===== src/rtl/id_ex_stage.sv =====
// ----------------------------------------------------------------------------
// id_ex_stage
//
// ID/EX pipeline register for the LC-3b pipeline. It captures the decoded
// operands, the control bundle and the register specifiers from ID. It detects
// load-use hazards, holds IF/ID for one cycle, and inserts a single bubble. It
// also selects the final EX operands from the forwarding unit's selects.
//
// Ports:
//   clk, reset             clock; asynchronous active-high reset
//   id_valid               ID holds a real instruction
//   id_src1/id_src2/id_dest register specifiers from ID (3 bits)
//   id_uses_src2           ID instruction actually reads src2
//   id_regwrite/id_memread ID instruction writes a register / is a load
//   id_sr1_data/id_sr2_data regfile read data (16 bits)
//   id_pc, id_ctrl         PC and opaque EX/MEM/WB control bundle
//   mem_stall              global freeze; every register holds
//   flush                  squash the instruction entering ID/EX
//   ForwardA/ForwardB      operand selects: 10 = EX/MEM, 01 = MEM/WB, else reg
//   exmem_alu_out          EX/MEM forwarding source
//   memwb_wb_data          MEM/WB forwarding source
//   src1_idex/src2_idex/dest_idex registered specifiers for forwarding_unit
//   idex_regwrite/idex_memread    registered, 0 for bubbles
//   ex_valid, ex_opA, ex_opB, ex_pc, ex_ctrl  EX-side outputs
//   stall_if_id            hold PC and IF/ID this cycle
//   lu_stall_count         saturating count of load-use bubbles
//
// Flow semantics: an instruction moves from ID into ID/EX on every rising
// edge unless mem_stall is high (everything holds) or a bubble is forced by
// flush or a load-use hazard. ex_valid marks a real instruction in EX, and
// stall_if_id tells the front end that the ID instruction was not consumed.
// ----------------------------------------------------------------------------
module id_ex_stage #(
    parameter int CTRL_W = 16
) (
    input  logic              clk,
    input  logic              reset,
    input  logic              id_valid,
    input  logic [2:0]        id_src1,
    input  logic [2:0]        id_src2,
    input  logic [2:0]        id_dest,
    input  logic              id_uses_src2,
    input  logic              id_regwrite,
    input  logic              id_memread,
    input  logic [15:0]       id_sr1_data,
    input  logic [15:0]       id_sr2_data,
    input  logic [15:0]       id_pc,
    input  logic [CTRL_W-1:0] id_ctrl,
    input  logic              mem_stall,
    input  logic              flush,
    input  logic [1:0]        ForwardA,
    input  logic [1:0]        ForwardB,
    input  logic [15:0]       exmem_alu_out,
    input  logic [15:0]       memwb_wb_data,
    output logic [2:0]        src1_idex,
    output logic [2:0]        src2_idex,
    output logic [2:0]        dest_idex,
    output logic              idex_regwrite,
    output logic              idex_memread,
    output logic              ex_valid,
    output logic [15:0]       ex_opA,
    output logic [15:0]       ex_opB,
    output logic [15:0]       ex_pc,
    output logic [CTRL_W-1:0] ex_ctrl,
    output logic              stall_if_id,
    output logic [15:0]       lu_stall_count
);

    logic [15:0] sr1_q;
    logic [15:0] sr2_q;
    logic        lu_hazard;

    // R0 is compared like any other register: a load into R0 still stalls.
    always_comb begin
        lu_hazard = id_valid & ex_valid & idex_memread &
                    ((id_src1 == dest_idex) |
                     (id_uses_src2 & (id_src2 == dest_idex)));
    end

    // During mem_stall the top level freezes IF/ID itself. During flush the
    // fetch redirect must go ahead, so no stall is requested in either case.
    assign stall_if_id = lu_hazard & ~flush & ~mem_stall;

    always_ff @(posedge clk or posedge reset) begin
        if (reset) begin
            ex_valid       <= 1'b0;
            idex_regwrite  <= 1'b0;
            idex_memread   <= 1'b0;
            ex_ctrl        <= '0;
            src1_idex      <= 3'd0;
            src2_idex      <= 3'd0;
            dest_idex      <= 3'd0;
            ex_pc          <= 16'd0;
            sr1_q          <= 16'd0;
            sr2_q          <= 16'd0;
            lu_stall_count <= 16'd0;
        end else if (!mem_stall) begin
            if (flush || lu_hazard) begin
                // Bubble: only the qualifiers are cleared; specifiers, data
                // and PC keep stale values that nothing downstream trusts.
                ex_valid      <= 1'b0;
                idex_regwrite <= 1'b0;
                idex_memread  <= 1'b0;
                ex_ctrl       <= '0;
                // A flush already squashes the consumer, so the bubble it
                // causes is not charged to the load-use counter.
                if (!flush && lu_stall_count != 16'hFFFF) begin
                    lu_stall_count <= lu_stall_count + 16'd1;
                end
            end else begin
                ex_valid      <= id_valid;
                idex_regwrite <= id_valid & id_regwrite;
                idex_memread  <= id_valid & id_memread;
                ex_ctrl       <= id_valid ? id_ctrl : '0;
                src1_idex     <= id_src1;
                src2_idex     <= id_src2;
                dest_idex     <= id_dest;
                ex_pc         <= id_pc;
                sr1_q         <= id_sr1_data;
                sr2_q         <= id_sr2_data;
            end
        end
    end

    // Select 2'b11 is not produced by forwarding_unit; it falls back to the
    // registered operand like 2'b00.
    always_comb begin
        ex_opA = sr1_q;
        ex_opB = sr2_q;
        case (ForwardA)
            2'b10:   ex_opA = exmem_alu_out;
            2'b01:   ex_opA = memwb_wb_data;
            default: ex_opA = sr1_q;
        endcase
        case (ForwardB)
            2'b10:   ex_opB = exmem_alu_out;
            2'b01:   ex_opB = memwb_wb_data;
            default: ex_opB = sr2_q;
        endcase
    end

endmodule


===== config.mk =====
export PLATFORM = sky130hd
export DESIGN_NAME = id_ex_stage
export DESIGN_NICKNAME = d
export VERILOG_FILES = /design/src/rtl/id_ex_stage.sv
export SDC_FILE = /design/constraint.sdc
export NUM_CORES = 1
export LEC_CHECK = 0
export BUFFER_PORTS_ARGS = -buffer_cell sky130_fd_sc_hd__buf_4
export CAP_MARGIN = 15
export CORE_ASPECT_RATIO = 1.75
export CORE_MARGIN = 2
export CORE_UTILIZATION = 47
export DETAILED_ROUTE_END_ITERATION = 16
export GPL_ROUTABILITY_DRIVEN = 0
export PLACE_DENSITY_LB_ADDON = 0.3
export SYNTH_ARGS = -nofsm -noshare
export SYNTH_HDL_FRONTEND = slang
export SYNTH_SLANG_ARGS = --single-unit
export TNS_END_PERCENT = 30

===== constraint.sdc =====
create_clock -name clk -period 3.4 [get_ports clk]
set_clock_uncertainty 0.1 [all_clocks]
set_input_delay 0.51 -clock clk [delete_from_list [all_inputs] [get_ports clk]]
set_output_delay 0.51 -clock clk [all_outputs]
set_load 0.005 [all_outputs]

* Word level (Yosys, flattened, before mapping)
Index checks and enable logic that the tools add are counted.
Operators by class: add/subtract/negate cells 1, equality and inequality tests 7, multiplexer cells 7, bitwise operators 12, reductions and logical operators 5
Operator list (count):
- 16-bit one-hot mux with 2 select lines | 2
- 16-bit two-way mux | 2
- 16-bit by 1-bit adder with 16-bit output (second input constant) | 1
- 16-bit inequality test (second input constant) | 1
- 1-bit bitwise AND | 8
- 3-bit == test | 2
- 2-bit by 1-bit == test with 1-bit output (second input constant) | 2
- 2-bit == test (second input constant) | 2
- 1-bit two-way mux | 3
- 1-bit inverter | 3
- 3-bit AND reduction | 1
- 2-bit AND reduction | 1
- 1-bit logical AND | 1
- 1-bit logical NOT | 1
- 1-bit logical OR | 1
- 1-bit OR | 1
Word-level totals: bits in registers 92, bits of input ports 117, output and inout bits 93, word-level logic and storage cells 43

* Logic depth before layout (Yosys ltp)
Gate-level depths: netlist of run 1.
word-level depth 7, gate-level depth with buffers 7, gate-level depth less buffers 6

* Worst setup path after synthesis of run 1
Ideal clock, no wire load.
path type input to output, start input ForwardB[1], end output ex_opB[11], arrival time 1466 ps, data required time 2790 ps, slack 1324 ps, stages 6, path buffers 2, cells stage by stage inv_1 -> ha_1 -> buf_1 -> clkbuf_1 -> a22oi_1 -> o21ai_0
On the way: longest elaborated chain between the ends 2, elaborated cells between the ends (all ways) 3, classes of those cells 2 x eq/ne; 1 x mux
RTL lines:
- from (decl) | RTL line 52 | input logic [1:0] ForwardB,
- 2-bit by 1-bit == test with 1-bit output or 2-bit == test (tied branches) | RTL line 135 | case (ForwardB)
- 16-bit one-hot mux with 2 select lines * | RTL line 135
- to (decl) | RTL line 62 | output logic [15:0] ex_opB,
Mark *: on every way between the ends. The rest lies on a longest branch, timed or not.

* Final worst setup path of run 1
start input ForwardA[0], end output ex_opA[10]
On the way: longest elaborated chain between the ends 2, elaborated cells between the ends (all ways) 3, classes of those cells 2 x eq/ne; 1 x mux
RTL lines:
- from (decl) | RTL line 51 | input logic [1:0] ForwardA,
- 2-bit by 1-bit == test with 1-bit output or 2-bit == test (tied branches) | RTL line 130 | case (ForwardA)
- 16-bit one-hot mux with 2 select lines * | RTL line 130
- to (decl) | RTL line 61 | output logic [15:0] ex_opA,
Marks and branches as above.

==> results of run 1 <==
==> cells by family after synthesis <==
group           Yosys count  share of synthesized area
simple gates             72                     0.0834
mux                      58                      0.173
compound gates           87                      0.134
fa+ha+maj                 5                     0.0141
buf+inv                  32                     0.0372
xor+xnor                 20                     0.0395
flops                    92                      0.519
==> final cells by class <==
type                    count  area share
clock buffers               9      0.0353
clock inverters             7      0.0155
inverters                   6     0.00373
well taps                 120      0.0235
multi-input cells         242       0.310
repair buffers            213       0.251
flip-flops and latches     92       0.361
==> critical path, delay by kind of cell <==
family / cells / cell delay [ps]
AO/OA/AOI/OAI: 2 / 620
adder cells (fa/ha/maj): 1 / 520
buffers and inverters: 3 / 340
==> flip-flops by register name (all words and copies together), names as in the netlist, 3 cells and up <==
name,cells
ex_ctrl,16
dest_idex,3
ex_pc,16
sr1_q,16
sr2_q,16
lu_stall_count,16
src2_idex,3
src1_idex,3
==> power groups by stage <==
stage          clock [mW]  combinational (mW)  sequential (mW)
2_1_floorplan           0               0.291             1.29
3_3_place_gp            0               0.624             1.29
3_5_place_dp            0               0.638             1.30
4_1_cts              1.10               0.642             1.28
5_1_grt              1.14               0.684             1.29
6_report             1.07               0.637             1.28
==> per-layer routing <==
metal,vias up,track usage
met4,0,0.120
met2,200,0.466
li1,1729,-
met3,29,0.0634
met1,1835,0.250
met5,-,0
==> cells in the mapped netlist (all sizes together) <==
cell    instances  area share
nand4           5      0.0070
a22o           18       0.036
or2             1      0.0014
mux2           58        0.17
dfrtp          92        0.52
and4            2      0.0039
buf            11       0.019
a21oi           2      0.0031
o21ai          32       0.036
nand2          36       0.030
a211o           1      0.0020
nor2            4      0.0034
a22oi          32       0.054
nor4            6       0.011
nand3           8      0.0090
nor3            5      0.0056
ha              5       0.014
clkbuf         15       0.013
a41oi           1      0.0020
nor3b           2      0.0045
xnor2           8       0.016
a21o            1      0.0017
and3            1      0.0014
nor4b           2      0.0054
inv             6      0.0051
xor2           12       0.024
==> layout by cell type (no fill, tap or decap), types with 2 or more instances in the layout <==
| cell type | count |
|---|---|
| inv_1 | 5 |
| nor2_1 | 3 |
| mux2_4 | 30 |
| inv_6 | 2 |
| dfrtp_1 | 92 |
| nand2_1 | 36 |
| a22oi_1 | 32 |
| ha_1 | 5 |
| nor3_1 | 5 |
| and4_1 | 2 |
| nor4_2 | 2 |
| clkbuf_16 | 9 |
| bufinv_16 | 2 |
| clkinv_2 | 2 |
| nand4_1 | 5 |
| nand3_1 | 8 |
| buf_4 | 213 |
| xnor2_1 | 8 |
| mux2_2 | 28 |
| a22o_1 | 18 |
| nor4_1 | 4 |
| xor2_1 | 12 |
| o21ai_0 | 32 |
==> stage by stage <==
step	area, um^2	setup WS [ps]	hold WS (ps)	std cells	power [mW]
3_5_place_dp	6050	832	391	673	1.94
5_1_grt	6380	742	147	689	3.12
2_1_floorplan	4440	398	378	366	1.58
4_1_cts	6380	846	117	689	3.02
6_report	6380	790	106	689	2.99
3_3_place_gp	6050	863	381	673	1.92
==> path summary, 6_finish.rpt <==
check                              startpoint                 end  slack [ps]  depth (start not counted)
setup reg to reg                 dest_idex[2]            ex_pc[3]        1060                          6
max in group asynchronous               reset        src2_idex[1]        2260                          3
hold / removal                          reset           ex_pc[15]         110                          2
hold reg to reg            lu_stall_count[11]  lu_stall_count[11]         400                          1
setup / recovery                  ForwardA[0]          ex_opA[10]         790                          6
min in group clk                   id_ctrl[6]          ex_ctrl[6]         290                          2
==> summary.txt, run 1 <==
Drt
  – Routed Antenna Nets: 0
  – Detailed Route WL: 13000 um
  – Topmost layer with routed signal wires: met4
  – Metal3 WL: 934 um
  – DR pass1 iterations: 4
  – Met2 wire length: 7150 um
  – 1st-iter DRT viols: 264
  – DRT met1 WL: 4440 um
  – DRC: 0
  – Vias: 3793
  – Post-DR wirelength/cell: 18.9 um
  – Vias per cell: 5.51

GRT
  – Largest net degree at the start of global routing: 58
  – Initial antenna violation count: 0
  – First-pass GRT wire length: 20000 um
  – GR Util All Layers: 0.249
  – Gr ovfl total: 0
  – Vias in the first global route: 3897

Final layout
  – Layout fillers: 684
  – Final Util: 0.697
  – Diode count: 0
  – Area delta synth->final: 43.7%
  – Share of post-route cells with drive strength above 1: 0.518
  – Nets: 686
  – Area of the multi-input gates: 1980 um^2
  – Seq. cell area: 2300 um^2

Run status
  – Outcome: finished, final reports clean

Power and ir drop
  – Clock power frac: 0.359
  – Leakage: 3.17 nW
  – Power share of the combinational group: 0.213
  – P_sw: 743 uW
  – Worst vdd ir: 0.000527 V
  – Sw Share: 0.248
  – Part of the power in registers: 0.428
  – Power Density: 469 nW/um^2
  – Internal power: 2.25 mW

Critical path
  – CP Data Required Time: 2790 ps
  – CP max-delay cell: ha_1
  – Most frequent CP cell: buf_4
  – Slowest cell delay on critical path: 520 ps
  – Max FO, Critical Path: 16
  – Crit path cell chain: buf_4 > inv_1 > ha_1 > a22oi_1 > o21ai_0 > buf_4
  – CP startpoint kind: primary input
  – Worst Path Arrival: 2000 ps
  – Nature of the critical path endpoint: primary output
  – Critical path class: primary input to primary output

Timing
  – Fmax: 383 MHz
  – Endpoints failing setup: 0
  – RSZ-0062 raised after global routing: false
  – Fin. max-slew vios: 0
  – Fin crit share: 0.768
  – Max_slew headroom: 0.240
  – Measured slew at the worst slew-check pin: 1140 ps
  – Final Hold Vio Count: 0
  – Setup tns final: 0 ps
  – Fin crit period: 2610 ps

Clock tree
  – Cts repair resizes: 0
  – Number of buffers inserted by hold repair at cts: 0
  – Post-CTS Setup Bufs: 0
  – TritonCTS Sinks: 92
  – Worst-skew pair later-pin latency: 330 ps
  – Num CTS Buffers: 9
  – Clock slew at reported path FFs: 60 ps
  – H-tree depth: 3
  – CTS tree: built
  – Root Buffer: clkbuf_16
  – Clock Path Buffers: 2

Die
  – Die area: 10300 um^2
  – Top-Level Pins: 210
  – Initial Util: 0.485
  – Core Footprint: 9150 um^2
  – Die W: 77.5 um
  – Row count: 46
  – Die Height: 133 um

Synth
  – Yosys reg bits: 92
  – Warnings, synthesis: 0
  – Register area share after synthesis: 0.519
  – Mapped cell area: 4440 um^2
  – Syn nets: 488
  – Gate Count Post-Synth: 366
  – Synth Area per Inst: 12.1 um^2
  – Netlist cell types: 34

Placement
  – IO buf count: 209
  – Hpwl dp: 9940 um

Worst hold path
  – Worst Hold Class: primary input to async pin

Job
  – Max Cap Viol: 0
Power figures use the tool's default switching activity.
==> run 2, diff against run 1 <==
ABC_AREA = 1   (was not set)
CORE_UTILIZATION = 44   (was 47)
clock period = 2.2 ns   (was 3.4 ns; I/O delays follow)
==> run 2 against run 1 <==
Sequential power is 52% higher. Clock power up 43%. Non-clock buffer count rose by 11. Die area increased by 17%. Sequential share of layout area down 2.7 points. Critical path depth rose by 1. Clock-buffer cell count grew 1. First-iteration DRC count is 24% higher. Largest power group unchanged.
==> summary.txt, run 2 <==
Run status
  – Outcome: finished, final reports clean

Critical path
  – Setup slack, reg-to-reg: 270 ps
  – Max FO, Critical Path: 16
  – Critical path class: primary input to primary output
  – Worst Reg-to-Reg Cells: 8
  – Worst Path Arrival: 1570 ps
  – CP startpoint kind: primary input
  – RR Startpoint: lu_stall_count[0]
  – CP Data Required Time: 1770 ps
  – Nature of the critical path endpoint: primary output
  – Reg-to-Reg End: lu_stall_count[2]

Die
  – Die area: 12000 um^2
  – Core Footprint: 10800 um^2
  – Initial Util: 0.454
  – Row count: 50
  – Die W: 83.6 um
  – Top-Level Pins: 210
  – Die Height: 143 um

Drt
  – 1st-iter DRT viols: 327
  – DRT met1 WL: 5550 um
  – Topmost layer with routed signal wires: met4
  – DR pass1 iterations: 4
  – Vias: 5104
  – Met2 wire length: 8480 um
  – Metal3 WL: 1020 um
  – Routed Antenna Nets: 0
  – Post-DR wirelength/cell: 16.0 um
  – Vias per cell: 5.20
  – Detailed Route WL: 15700 um
  – DRC: 0

Power and ir drop
  – Worst vdd ir: 0.000461 V
  – Internal power: 3.23 mW
  – Power Density: 644 nW/um^2
  – Leakage: 3.84 nW
  – P_sw: 1.21 mW
  – Power share of the combinational group: 0.215
  – Total power: 4.44 mW
  – Part of the power in registers: 0.439
  – Sw Share: 0.273
  – Clock power frac: 0.346

Clock tree
  – Number of buffers inserted by hold repair at cts: 0
  – Post-CTS Setup Bufs: 0
  – Root Buffer: clkbuf_16
  – Worst-skew pair later-pin latency: 340 ps
  – Num CTS Buffers: 9
  – Cts repair resizes: 0
  – H-tree depth: 3
  – TritonCTS Sinks: 92
  – Clock slew at reported path FFs: 70 ps
  – CTS tree: built
  – Clock Path Buffers: 2

Synth
  – Synth top area share: 0.471
  – Largest cells by area after synthesis: dfrtp_1, nand2_1, a21oi_1
  – Yosys reg bits: 92
  – Synth Area per Inst: 7.49 um^2
  – Gate Count Post-Synth: 652
  – Synth area leader: dfrtp_1
  – Number of synthesized flops with an enable pin: 0
  – Synth top cells by count: nand2_1, dfrtp_1, a21oi_1
  – Async set-reset flop share out of synthesis: 1.00
  – Netlist cell types: 27
  – Register area share after synthesis: 0.471
  – Syn nets: 774
  – Top-count cell post-synth: nand2_1
  – Mapped cell area: 4880 um^2
  – Warnings, synthesis: 0
  – Top FF cell, synth: dfrtp_1

GRT
  – GR Util All Layers: 0.259
  – First-pass GRT wire length: 25100 um
  – Gr ovfl total: 0
  – Initial antenna violation count: 0
  – Vias in the first global route: 5062
  – Largest net degree at the start of global routing: 93

Final layout
  – Nets: 968
  – Share of post-route cells with drive strength above 1: 0.295
  – Area delta synth->final: 41.2%
  – Most common cell after layout, fill and taps aside: nand2_1
  – Diode count: 0
  – Most frequent cells in the layout: nand2_1, buf_4, dfrtp_1, a21oi_1, nand3_1

Timing
  – RSZ-0062 raised after global routing: false
  – Max_slew headroom: 0.602
  – Setup ws final: 198 ps
  – Fin crit period: 2000 ps
  – Measured slew at the worst slew-check pin: 597 ps
  – Fmax: 499 MHz
  – Setup tns final: 0 ps
  – Fin. max-slew vios: 0
  – Endpoints failing setup: 0
  – Fin crit share: 0.910
  – Final Hold Vio Count: 0

Worst hold path
  – Worst Hold Class: primary input to async pin

Placement
  – IO buf count: 209
  – DP Worst Slack: 216 ps
  – Hpwl dp: 11700 um

Job
  – Max Cap Viol: 0
run 2: area by class of cell:
cell class | count | area, um^2
Clock buffer | 10 | 229
Clock inverter | 6 | 72.6
Fill cell | 952 | 3860
Inverter | 33 | 128
Multi-Input combinational cell | 486 | 2280
Sequential cell | 92 | 2300
Tap cell | 130 | 163
Timing Repair Buffer | 224 | 1720
run 2: layer usage:
layer / global-route usage / up-vias
li1: - / 2485
met4: 0.116 / 0
met2: 0.478 / 206
met1: 0.289 / 2374
met3: 0.0465 / 39
met5: 0 / -
run 2: through the flow:
| step | cell area [um^2] | util | hold slack [ps] | std cells |
|---|---|---|---|---|
| 2_1_floorplan | 4890 | - | 343 | 652 |
| 3_3_place_gp | 6590 | 0.613 | 357 | 965 |
| 3_5_place_dp | 6590 | 0.613 | 359 | 965 |
| 4_1_cts | 6900 | 0.641 | 47.7 | 981 |
| 5_1_grt | 6900 | 0.641 | 76.1 | 981 |
| 6_report | 6900 | 0.641 | 20.4 | 981 |
run 2: cells by family after synthesis:
kind of cell    after synthesis  synth area share
compound gates               86            0.0963
flops                        92             0.471
fa+ha+maj                     5            0.0128
xor+xnor                     14            0.0251
buf+inv                      74            0.0625
simple gates                381             0.332
run 2: worst max-delay path: stages:
cell	delay, ps
buf_4	90
inv_1	40
ha_1	300
inv_1	370
nor2_1	80
a21oi_1	210
buf_4	150
run 2: power by group through the flow:
stage          combinational, mW  sequential [mW]  clock, mW
2_1_floorplan              0.399             1.95          0
3_3_place_gp               0.935             1.97          0
3_5_place_dp               0.959             1.98          0
4_1_cts                    0.962             1.95       1.58
5_1_grt                     1.06             1.96       1.65
6_report                   0.955             1.95       1.53
run 2: worst max path at each step:
stage	startpoint	end	slack [ps]	depth (start not counted)
4_1_cts	dest_idex[1]	stall_if_id	200	6
3_3_place_gp	ForwardA[0]	ex_opA[10]	250	7
3_5_place_dp	ForwardA[0]	ex_opA[10]	220	7
2_1_floorplan	ForwardA[0]	ex_opA[10]	350	7
5_1_grt	ForwardA[0]	ex_opA[10]	60	7
6_report	ForwardA[0]	ex_opA[10]	200	7
